<file path="src/rtl/uart_tx_arbiter_if.sv">
// Bundle between the byte sources, the round-robin arbiter and the UART TX top.
// The master modport is the arbiter side; the slave modport is the sources plus TX side.
interface uart_tx_arbiter_if #(
  parameter int NUM_REQ = 4,
  parameter int DATA_W  = 8
);
  // Handshake: req[i] is a level valid and req_data/par_* must hold while it is high.
  // gnt[i] pulses on the cycle the byte is captured. Data_Valid is held until tx_busy
  // is seen high. done[i] pulses once tx_busy falls again after that frame.
  logic [NUM_REQ-1:0]        req;
  logic [NUM_REQ*DATA_W-1:0] req_data;
  logic [NUM_REQ-1:0]        req_par_en;
  logic [NUM_REQ-1:0]        req_par_typ;
  logic [NUM_REQ-1:0]        gnt;
  logic [NUM_REQ-1:0]        done;
  logic [DATA_W-1:0]         P_DATA;
  logic                      Data_Valid;
  logic                      PAR_EN;
  logic                      PAR_TYP;
  logic                      tx_busy;
  logic                      timeout_err;

  modport master (
    input  req, req_data, req_par_en, req_par_typ, tx_busy,
    output gnt, done, P_DATA, Data_Valid, PAR_EN, PAR_TYP, timeout_err
  );

  modport slave (
    output req, req_data, req_par_en, req_par_typ, tx_busy,
    input  gnt, done, P_DATA, Data_Valid, PAR_EN, PAR_TYP, timeout_err
  );
endinterface

</file>
<file path="src/rtl/uart_tx_arbiter.sv">
// Round-robin scheduler sharing one UART transmitter among NUM_REQ byte sources.
// Define UART_TX_ARB_TIMEOUT_EN to add the per-frame watchdog that drives timeout_err.
module uart_tx_arbiter #(
  parameter int NUM_REQ     = 4,
  parameter int DATA_W      = 8,
  parameter int TIMEOUT_CYC = 1024
) (
  input  logic                 clk,
  input  logic                 rst,
  uart_tx_arbiter_if.master    bus,
  output logic [1:0]           state_o
);
  localparam int ID_W = $clog2(NUM_REQ);

  if (NUM_REQ < 2 || NUM_REQ > 8 || TIMEOUT_CYC < 2 || TIMEOUT_CYC > 1024) begin : g_bad_param
    $error("uart_tx_arbiter: parameter out of range");
  end

  typedef enum logic [1:0] {
    IDLE      = 2'd0,
    WAIT_BUSY = 2'd1,
    WAIT_DONE = 2'd2
  } state_e;

  state_e              state_q, state_d;
  logic [NUM_REQ-1:0]  gnt_q, gnt_d;
  logic [NUM_REQ-1:0]  done_q, done_d;
  logic [DATA_W-1:0]   p_data_q, p_data_d;
  logic                dv_q, dv_d;
  logic                par_en_q, par_en_d;
  logic                par_typ_q, par_typ_d;
  logic [ID_W-1:0]     cur_id_q, cur_id_d;
  logic [ID_W-1:0]     rr_ptr_q, rr_ptr_d;
  logic                win_found;
  logic [ID_W-1:0]     win_id;
  logic [ID_W-1:0]     scan_id;

  function automatic logic [ID_W-1:0] wrap_inc(input logic [ID_W-1:0] v);
    return (v == ID_W'(NUM_REQ - 1)) ? '0 : v + 1'b1;
  endfunction

  // Scan starts at rr_ptr so the source served last ranks lowest next time.
  always_comb begin
    win_found = 1'b0;
    win_id    = '0;
    scan_id   = rr_ptr_q;
    for (int k = 0; k < NUM_REQ; k++) begin
      if (!win_found && bus.req[scan_id]) begin
        win_found = 1'b1;
        win_id    = scan_id;
      end
      scan_id = wrap_inc(scan_id);
    end
  end

`ifdef UART_TX_ARB_TIMEOUT_EN
  localparam logic [9:0] WD_LAST = 10'(TIMEOUT_CYC - 1);
  logic [9:0] wd_q, wd_d;
  logic       timeout_q, timeout_d;
`endif

  always_comb begin
    state_d   = state_q;
    gnt_d     = '0;
    done_d    = '0;
    p_data_d  = p_data_q;
    dv_d      = dv_q;
    par_en_d  = par_en_q;
    par_typ_d = par_typ_q;
    cur_id_d  = cur_id_q;
    rr_ptr_d  = rr_ptr_q;
`ifdef UART_TX_ARB_TIMEOUT_EN
    timeout_d = 1'b0;
    wd_d      = (state_q == IDLE) ? '0 : wd_q + 10'd1;
`endif
    case (state_q)
      IDLE: begin
        if (win_found) begin
          gnt_d[win_id] = 1'b1;
          p_data_d      = bus.req_data[int'(win_id)*DATA_W +: DATA_W];
          par_en_d      = bus.req_par_en[win_id];
          par_typ_d     = bus.req_par_typ[win_id];
          dv_d          = 1'b1;
          cur_id_d      = win_id;
          state_d       = WAIT_BUSY;
        end
      end
      WAIT_BUSY: begin
        if (bus.tx_busy) begin
          dv_d    = 1'b0;
          state_d = WAIT_DONE;
`ifdef UART_TX_ARB_TIMEOUT_EN
          wd_d    = '0;
`endif
        end
      end
      WAIT_DONE: begin
        if (!bus.tx_busy) begin
          done_d[cur_id_q] = 1'b1;
          rr_ptr_d         = wrap_inc(cur_id_q);
          state_d          = IDLE;
        end
      end
      default: state_d = IDLE;
    endcase
`ifdef UART_TX_ARB_TIMEOUT_EN
    // Abort wins over any tx_busy event seen on the same edge.
    if ((state_q == WAIT_BUSY || state_q == WAIT_DONE) && wd_q == WD_LAST) begin
      state_d   = IDLE;
      dv_d      = 1'b0;
      done_d    = '0;
      timeout_d = 1'b1;
      rr_ptr_d  = wrap_inc(cur_id_q);
      wd_d      = '0;
    end
`endif
  end

  always_ff @(posedge clk or posedge rst) begin
    if (rst) begin
      state_q   <= IDLE;
      gnt_q     <= '0;
      done_q    <= '0;
      p_data_q  <= '0;
      dv_q      <= 1'b0;
      par_en_q  <= 1'b0;
      par_typ_q <= 1'b0;
      cur_id_q  <= '0;
      rr_ptr_q  <= '0;
    end else begin
      state_q   <= state_d;
      gnt_q     <= gnt_d;
      done_q    <= done_d;
      p_data_q  <= p_data_d;
      dv_q      <= dv_d;
      par_en_q  <= par_en_d;
      par_typ_q <= par_typ_d;
      cur_id_q  <= cur_id_d;
      rr_ptr_q  <= rr_ptr_d;
    end
  end

`ifdef UART_TX_ARB_TIMEOUT_EN
  always_ff @(posedge clk or posedge rst) begin
    if (rst) begin
      wd_q      <= '0;
      timeout_q <= 1'b0;
    end else begin
      wd_q      <= wd_d;
      timeout_q <= timeout_d;
    end
  end
  assign bus.timeout_err = timeout_q;
`else
  assign bus.timeout_err = 1'b0;
`endif

  assign bus.gnt        = gnt_q;
  assign bus.done       = done_q;
  assign bus.P_DATA     = p_data_q;
  assign bus.Data_Valid = dv_q;
  assign bus.PAR_EN     = par_en_q;
  assign bus.PAR_TYP    = par_typ_q;
  assign state_o        = state_q;
endmodule

</file>
<file path="src/flat_wrapper.sv">
// flat-port wrapper written by rule: the top's interface ports become plain ports
module uart_tx_arbiter_flat 
#(
  parameter int NUM_REQ     = 4,
  parameter int DATA_W      = 8,
  parameter int TIMEOUT_CYC = 1024
)
  (clk, rst, state_o, bus_req, bus_req_data, bus_req_par_en, bus_req_par_typ, bus_tx_busy, bus_gnt, bus_done, bus_P_DATA, bus_Data_Valid, bus_PAR_EN, bus_PAR_TYP, bus_timeout_err);
  uart_tx_arbiter_if #(.NUM_REQ(NUM_REQ), .DATA_W(DATA_W)) bus_i ();
  input  logic clk;
  input  logic rst;
  output logic [1:0] state_o;
  input wire logic [$bits(bus_i.req)-1:0] bus_req;
  input wire logic [$bits(bus_i.req_data)-1:0] bus_req_data;
  input wire logic [$bits(bus_i.req_par_en)-1:0] bus_req_par_en;
  input wire logic [$bits(bus_i.req_par_typ)-1:0] bus_req_par_typ;
  input wire logic [$bits(bus_i.tx_busy)-1:0] bus_tx_busy;
  output wire logic [$bits(bus_i.gnt)-1:0] bus_gnt;
  output wire logic [$bits(bus_i.done)-1:0] bus_done;
  output wire logic [$bits(bus_i.P_DATA)-1:0] bus_P_DATA;
  output wire logic [$bits(bus_i.Data_Valid)-1:0] bus_Data_Valid;
  output wire logic [$bits(bus_i.PAR_EN)-1:0] bus_PAR_EN;
  output wire logic [$bits(bus_i.PAR_TYP)-1:0] bus_PAR_TYP;
  output wire logic [$bits(bus_i.timeout_err)-1:0] bus_timeout_err;
  assign bus_i.req = bus_req;
  assign bus_i.req_data = bus_req_data;
  assign bus_i.req_par_en = bus_req_par_en;
  assign bus_i.req_par_typ = bus_req_par_typ;
  assign bus_i.tx_busy = bus_tx_busy;
  assign bus_gnt = bus_i.gnt;
  assign bus_done = bus_i.done;
  assign bus_P_DATA = bus_i.P_DATA;
  assign bus_Data_Valid = bus_i.Data_Valid;
  assign bus_PAR_EN = bus_i.PAR_EN;
  assign bus_PAR_TYP = bus_i.PAR_TYP;
  assign bus_timeout_err = bus_i.timeout_err;
  uart_tx_arbiter #(.NUM_REQ(NUM_REQ), .DATA_W(DATA_W), .TIMEOUT_CYC(TIMEOUT_CYC)) u_core (.clk(clk), .rst(rst), .bus(bus_i), .state_o(state_o));
endmodule
</file>
<file path="config.mk">
export PLATFORM = sky130hd
export DESIGN_NAME = uart_tx_arbiter_flat
export DESIGN_NICKNAME = d
export VERILOG_FILES = /design/src/rtl/uart_tx_arbiter_if.sv /design/src/rtl/uart_tx_arbiter.sv /design/src/flat_wrapper.sv
export SDC_FILE = /design/constraint.sdc
export NUM_CORES = 1
export LEC_CHECK = 0
export ABC_AREA = 1
export CAP_MARGIN = 20
export CORE_MARGIN = 2
export CORE_UTILIZATION = 57
export DETAILED_ROUTE_END_ITERATION = 8
export DONT_BUFFER_PORTS = 1
export PLACE_DENSITY = 0.72
export SYNTH_ARGS = -nofsm -noshare
export SYNTH_HDL_FRONTEND = slang
export SYNTH_SLANG_ARGS = --single-unit
</file>
<file path="constraint.sdc">
create_clock -name clk -period 2.6 [get_ports clk]
set_input_delay 0.52 -clock clk [delete_from_list [all_inputs] [get_ports clk]]
set_output_delay 0.52 -clock clk [all_outputs]
set_load 0.02 [all_outputs]
</file>
Word level (Yosys, flattened, before mapping)
Cells that the tools add are included.
- register bits: 25
- word-level logic and storage cells: 85
- bitwise operators: 1
- reductions and logical operators: 14
- muxes and demuxes: 39
- eq/ne operators: 9
- $add $sub $neg: 4
- shift operators: 1
- order comparisons: 8
- operators by type and width (cell ; number):
    32-bit by 6-bit indexed part select with 8-bit output ; 1
    2-bit two-way mux ; 11
    2-bit by 3-bit < comparator with 1-bit output (second input constant) ; 6
    4-bit two-way mux ; 4
    1-bit two-way mux ; 14
    1-bit binary-select mux with 2-bit select ; 6
    2-bit equality test (second input constant) ; 5
    2-bit by 1-bit adder with 2-bit output (second input constant) ; 4
    2-bit one-hot mux with 3 select lines ; 1
    3-bit AND reduction ; 2
    1-bit logical AND ; 5
    1-bit demux with 2-bit select ; 2
    2-bit by 1-bit greater-or-equal comparator with 1-bit output (second input constant) ; 2
    2-bit != test (second input constant) ; 2
    2-bit AND reduction ; 2
    1-bit zero test ; 3
    2-bit by 1-bit equality test with 1-bit output (second input constant) ; 1
    2-bit zero test ; 1
    2-bit by 1-bit != test with 1-bit output (second input constant) ; 1
    1-bit one-hot mux with 2 select lines ; 1
    2-bit nonzero test ; 1
    1-bit NOT ; 1

Depth between registers and ports, before layout
- word-level depth: 18
- gate-level depth with buffers: 18
- gate-level depth less buffers: 17

Least setup slack after synthesis
Ideal clock, no wire load.
- path type: register to register
- start: register u_core.rr_ptr_q[1]
- end: register u_core.p_data_q[2] (netlist: u_core.bus.P_DATA[2])
- stages on the path, launching flop included: 17
- data required time: 2483 ps
- clock period less this slack: 1898 ps
- path slack: 702 ps
- path buffers: 1
- arrival time: 1782 ps
- setup time: 117 ps
- cell sequence: dfrtp_1 ha_1 inv_2 nand2_1 nand2_1 nor2_1 nor2_1 nand3_2 nand2_1 inv_2 buf_2 nand3_1 nand2_1 nand2_1 nand2_1 nand2_1 nand2_1
- longest elaborated chain between the ends: 13
- elaborated cells between the ends (all ways): 33
- classes of those cells: 3 x add/sub; 3 x eq/ne; 1 x shift; 19 x mux; 7 x reduce/logical
- RTL lines (element ; line ; source):
    from (decl) ; uart_tx_arbiter.sv:33 ; logic [ID_W-1:0] rr_ptr_q, rr_ptr_d;
    from (signal assigned) ; uart_tx_arbiter.sv:139 ; rr_ptr_q <= rr_ptr_d;
    branches (longest 13 deep; another with 2-bit by 1-bit adder with 2-bit output) ; -- ;
    to (signal assigned) ; uart_tx_arbiter.sv:134 ; p_data_q <= p_data_d;
    to (decl) ; uart_tx_arbiter.sv:28 ; logic [DATA_W-1:0] p_data_q, p_data_d;
Parallel ways; which one is timed is not known. The select of a mux whose other input is x is not followed.
A chain may end at the register's enable or synchronous reset.

Worst setup path in the final report
Same ends and word-level chain as after synthesis.

==> impl_metrics.toml <==
[power]
p_leak_uw = 0.00102
ir_drop_mv = 0.923
powerDensity_nw_per_um2 = 1720

[synth]
synth_common_cells = "nand2_1 (134), dfrtp_1 (25), inv_1 (16), nand3_1 (16), nand4_1 (12)"
synth.cell_area_um2 = 1730
synth_top_area_share_pct = 36.1
synth-edff-count = 0
synthTopCellsByArea = "dfrtp_1 (36%), nand2_1 (29%), nand3_1 (4.6%)"
syn_avg_cell_area_um2 = 6.64
syn_nets = 313
synth_seq_area_share_pct = 36.1
yosysMostFrequentCell = "nand2_1"
synth_cell_types = 25
syn_inst = 261
yosys_warnings = 0
ys.flop_type = "dfrtp_1"
synthArstFlopShare_pct = 100
synth_top_area_cell = "dfrtp_1"
synth-seq-cells = 25

[routing]
drc = 0
finalWirelength_um = 3710
post_drt_via_cell_ratio = 5.45
drt_first_pass_iters = 4
vias = 1590
ant_nets = 0
wire_per_inst_um = 12.7
drt_iter0_markers = 75

[clock_tree]
clk_latency_ns = 0.31
cts_hold_buf = 0
cts_num_sinks = 25
htreeDepth = 1
clk_path_buf_depth = 2
clkTransAtPathRegs_ns = 0.13
cts_root_buffer = "clkbuf_4"
cts_resized = 0
cts_buffers = 3
tritoncts = "done"
postCtsSetupRepairBufs = 0

[grt]
gr-total-overflow = 0
grt_first_pass_wirelength_um = 5980
grt_max_degree = 26
grt_usage_pct = 21.7
antenna_found_initial = 0
first_global_vias = 1356

[die]
die_height_um = 59.2
pin_count = 69
num_rows = 20
core_um2 = 2980
die_area_um2 = 3500
die-width_um = 59.2
start_util_pct = 58.2

[critical_path]
cp.required_ns = 2.86
worst_setup_path_start_kind = "register"
cp_max_fo = 23
cp.arrival_ns = 2.57
cp-end-kind = "register"
path_class = "reg2reg"

[sta]
hold_ws_ns = 0.272
drv_slew = 0
timing.clock.skew_ns = 0.00879
setup-tns-final_ns = 0
tightest_slew_ns = 0.896
fin_ws_ns = 0.285
final-setup-viol-count = 0
hold_viol_final = 0
grt_setup_unrepaired = "false"
period_share_pct = 89.0
fmax_mhz = 432
slew_headroom_pct = 40.2
period_needed_ns = 2.31

[final_layout]
areaGrowthSynthToFinish_pct = 2.31
layout-drive-gt1-share_pct = 9.65
num_antenna_cells = 0
finalNetCount = 312

[min_path]
hold_class = "in2async"

[placement]
hpwl_um = 2920
gp_congestion = 0.836
pre_cts_slack_ns = 0.241
io_buffers = 0

[outcome]
status = "finished, final reports clean"

[flow_run]
cap_viol_max_count = 0
-- layout make-up --
| cell class | instances | area [um^2] |
|---|---|---|
| Sequential cell | 25 | 626 |
| Clock inverter | 1 | 5.00 |
| Inverter | 20 | 75.1 |
| Timing Repair Buffer | 6 | 45.0 |
| Clock buffer | 3 | 22.5 |
| Tap cell | 33 | 41.3 |
| Multi-Input combinational cell | 204 | 960 |
| Fill cell | 311 | 1200 |
-- kinds of logic (layout without fill, tap and decap cells) --
| logic type | after synthesis | count (layout) | synth area share (%) |
|---|---|---|---|
| AO/OA/AOI/OAI | 13 | 13 | 4.33 |
| adder cells (fa/ha/maj) | 5 | 5 | 3.61 |
| buffers and inverters | 32 | 30 | 9.02 |
| flip-flops | 25 | 25 | 36.1 |
| other | 1 | 1 | 0.216 |
| AND/OR/NAND/NOR | 185 | 185 | 46.8 |
-- where the power goes --
part	switching (uW)	internal (uW)
logic	1400	692
clock network	107	57.3
registers	249	547
total	1750	1300
-- worst paths after layout --
| check | start | endpoint | slack (ns) | cells past startpoint |
|---|---|---|---|---|
| max | u_core.rr_ptr_q[1] | u_core.bus.P_DATA[2] | 0.29 | 14 |
| max reg2reg | u_core.rr_ptr_q[1] | u_core.bus.P_DATA[2] | 0.29 | 14 |
| min reg2reg | u_core.rr_ptr_q[1] | u_core.rr_ptr_q[1] | 0.58 | 2 |
| max in group asynchronous | rst | u_core.bus.done[1] | 1.77 | 1 |
| min | rst | u_core.bus.PAR_TYP | 0.27 | 1 |
| min in group clk | bus_tx_busy | u_core.state_o[0] | 0.31 | 1 |
-- placed cells by master, fill, tap and decap left out, types with 2 or more instances in the layout --
master / count
buf_4: 6
nand2_2: 2
dfrtp_1: 25
nand2_1: 134
nand3_2: 3
inv_1: 16
nand3_1: 16
nor2_4: 2
ha_1: 5
nand4_1: 12
a21oi_1: 2
o21ai_1: 2
nor2_1: 11
o21ai_0: 6
clkbuf_4: 3
inv_2: 4
-- state kept, by name, indices dropped and copies added (netlist names) --
name                   count
u_core.bus.Data_Valid      1
u_core.bus.PAR_EN          1
u_core.bus.PAR_TYP         1
u_core.bus.P_DATA          8
u_core.bus.done            4
u_core.bus.gnt             4
u_core.cur_id_q            2
u_core.rr_ptr_q            2
u_core.state_o             2
-- layer usage --
| layer | part of all wire, % | track usage [%] |
|---|---|---|
| met5 | 0 | 0 |
| met4 | 0.57 | 5.19 |
| met3 | 9.6 | 4.80 |
| met2 | 41 | 31.6 |
| met1 | 48 | 32.7 |
-- worst max-delay path, stage by stage (launching register included) --
cell	delay, ns
dfrtp_1	0.44
ha_1	0.25
nor2_4	0.20
nand2_1	0.11
nand3_2	0.09
nand2_2	0.07
nor2_4	0.14
nand3_2	0.24
nand3_4	0.31
nand2_1	0.09
nand2_1	0.07
nand2_1	0.05
nand2_1	0.09
nand2_1	0.07
nand2_1	0.05
-- through the flow --
stage	utilization [%]	total power (uW)	instances	area (um^2)
2_1_floorplan	-	2540	261	1730
3_3_place_gp	58.4	2860	288	1740
3_5_place_dp	58.4	2870	288	1740
4_1_cts	59.3	3040	292	1770
5_1_grt	59.6	3430	292	1770
6_report	59.6	3050	292	1770
No activity file was read; power rests on OpenSTA's default activity.
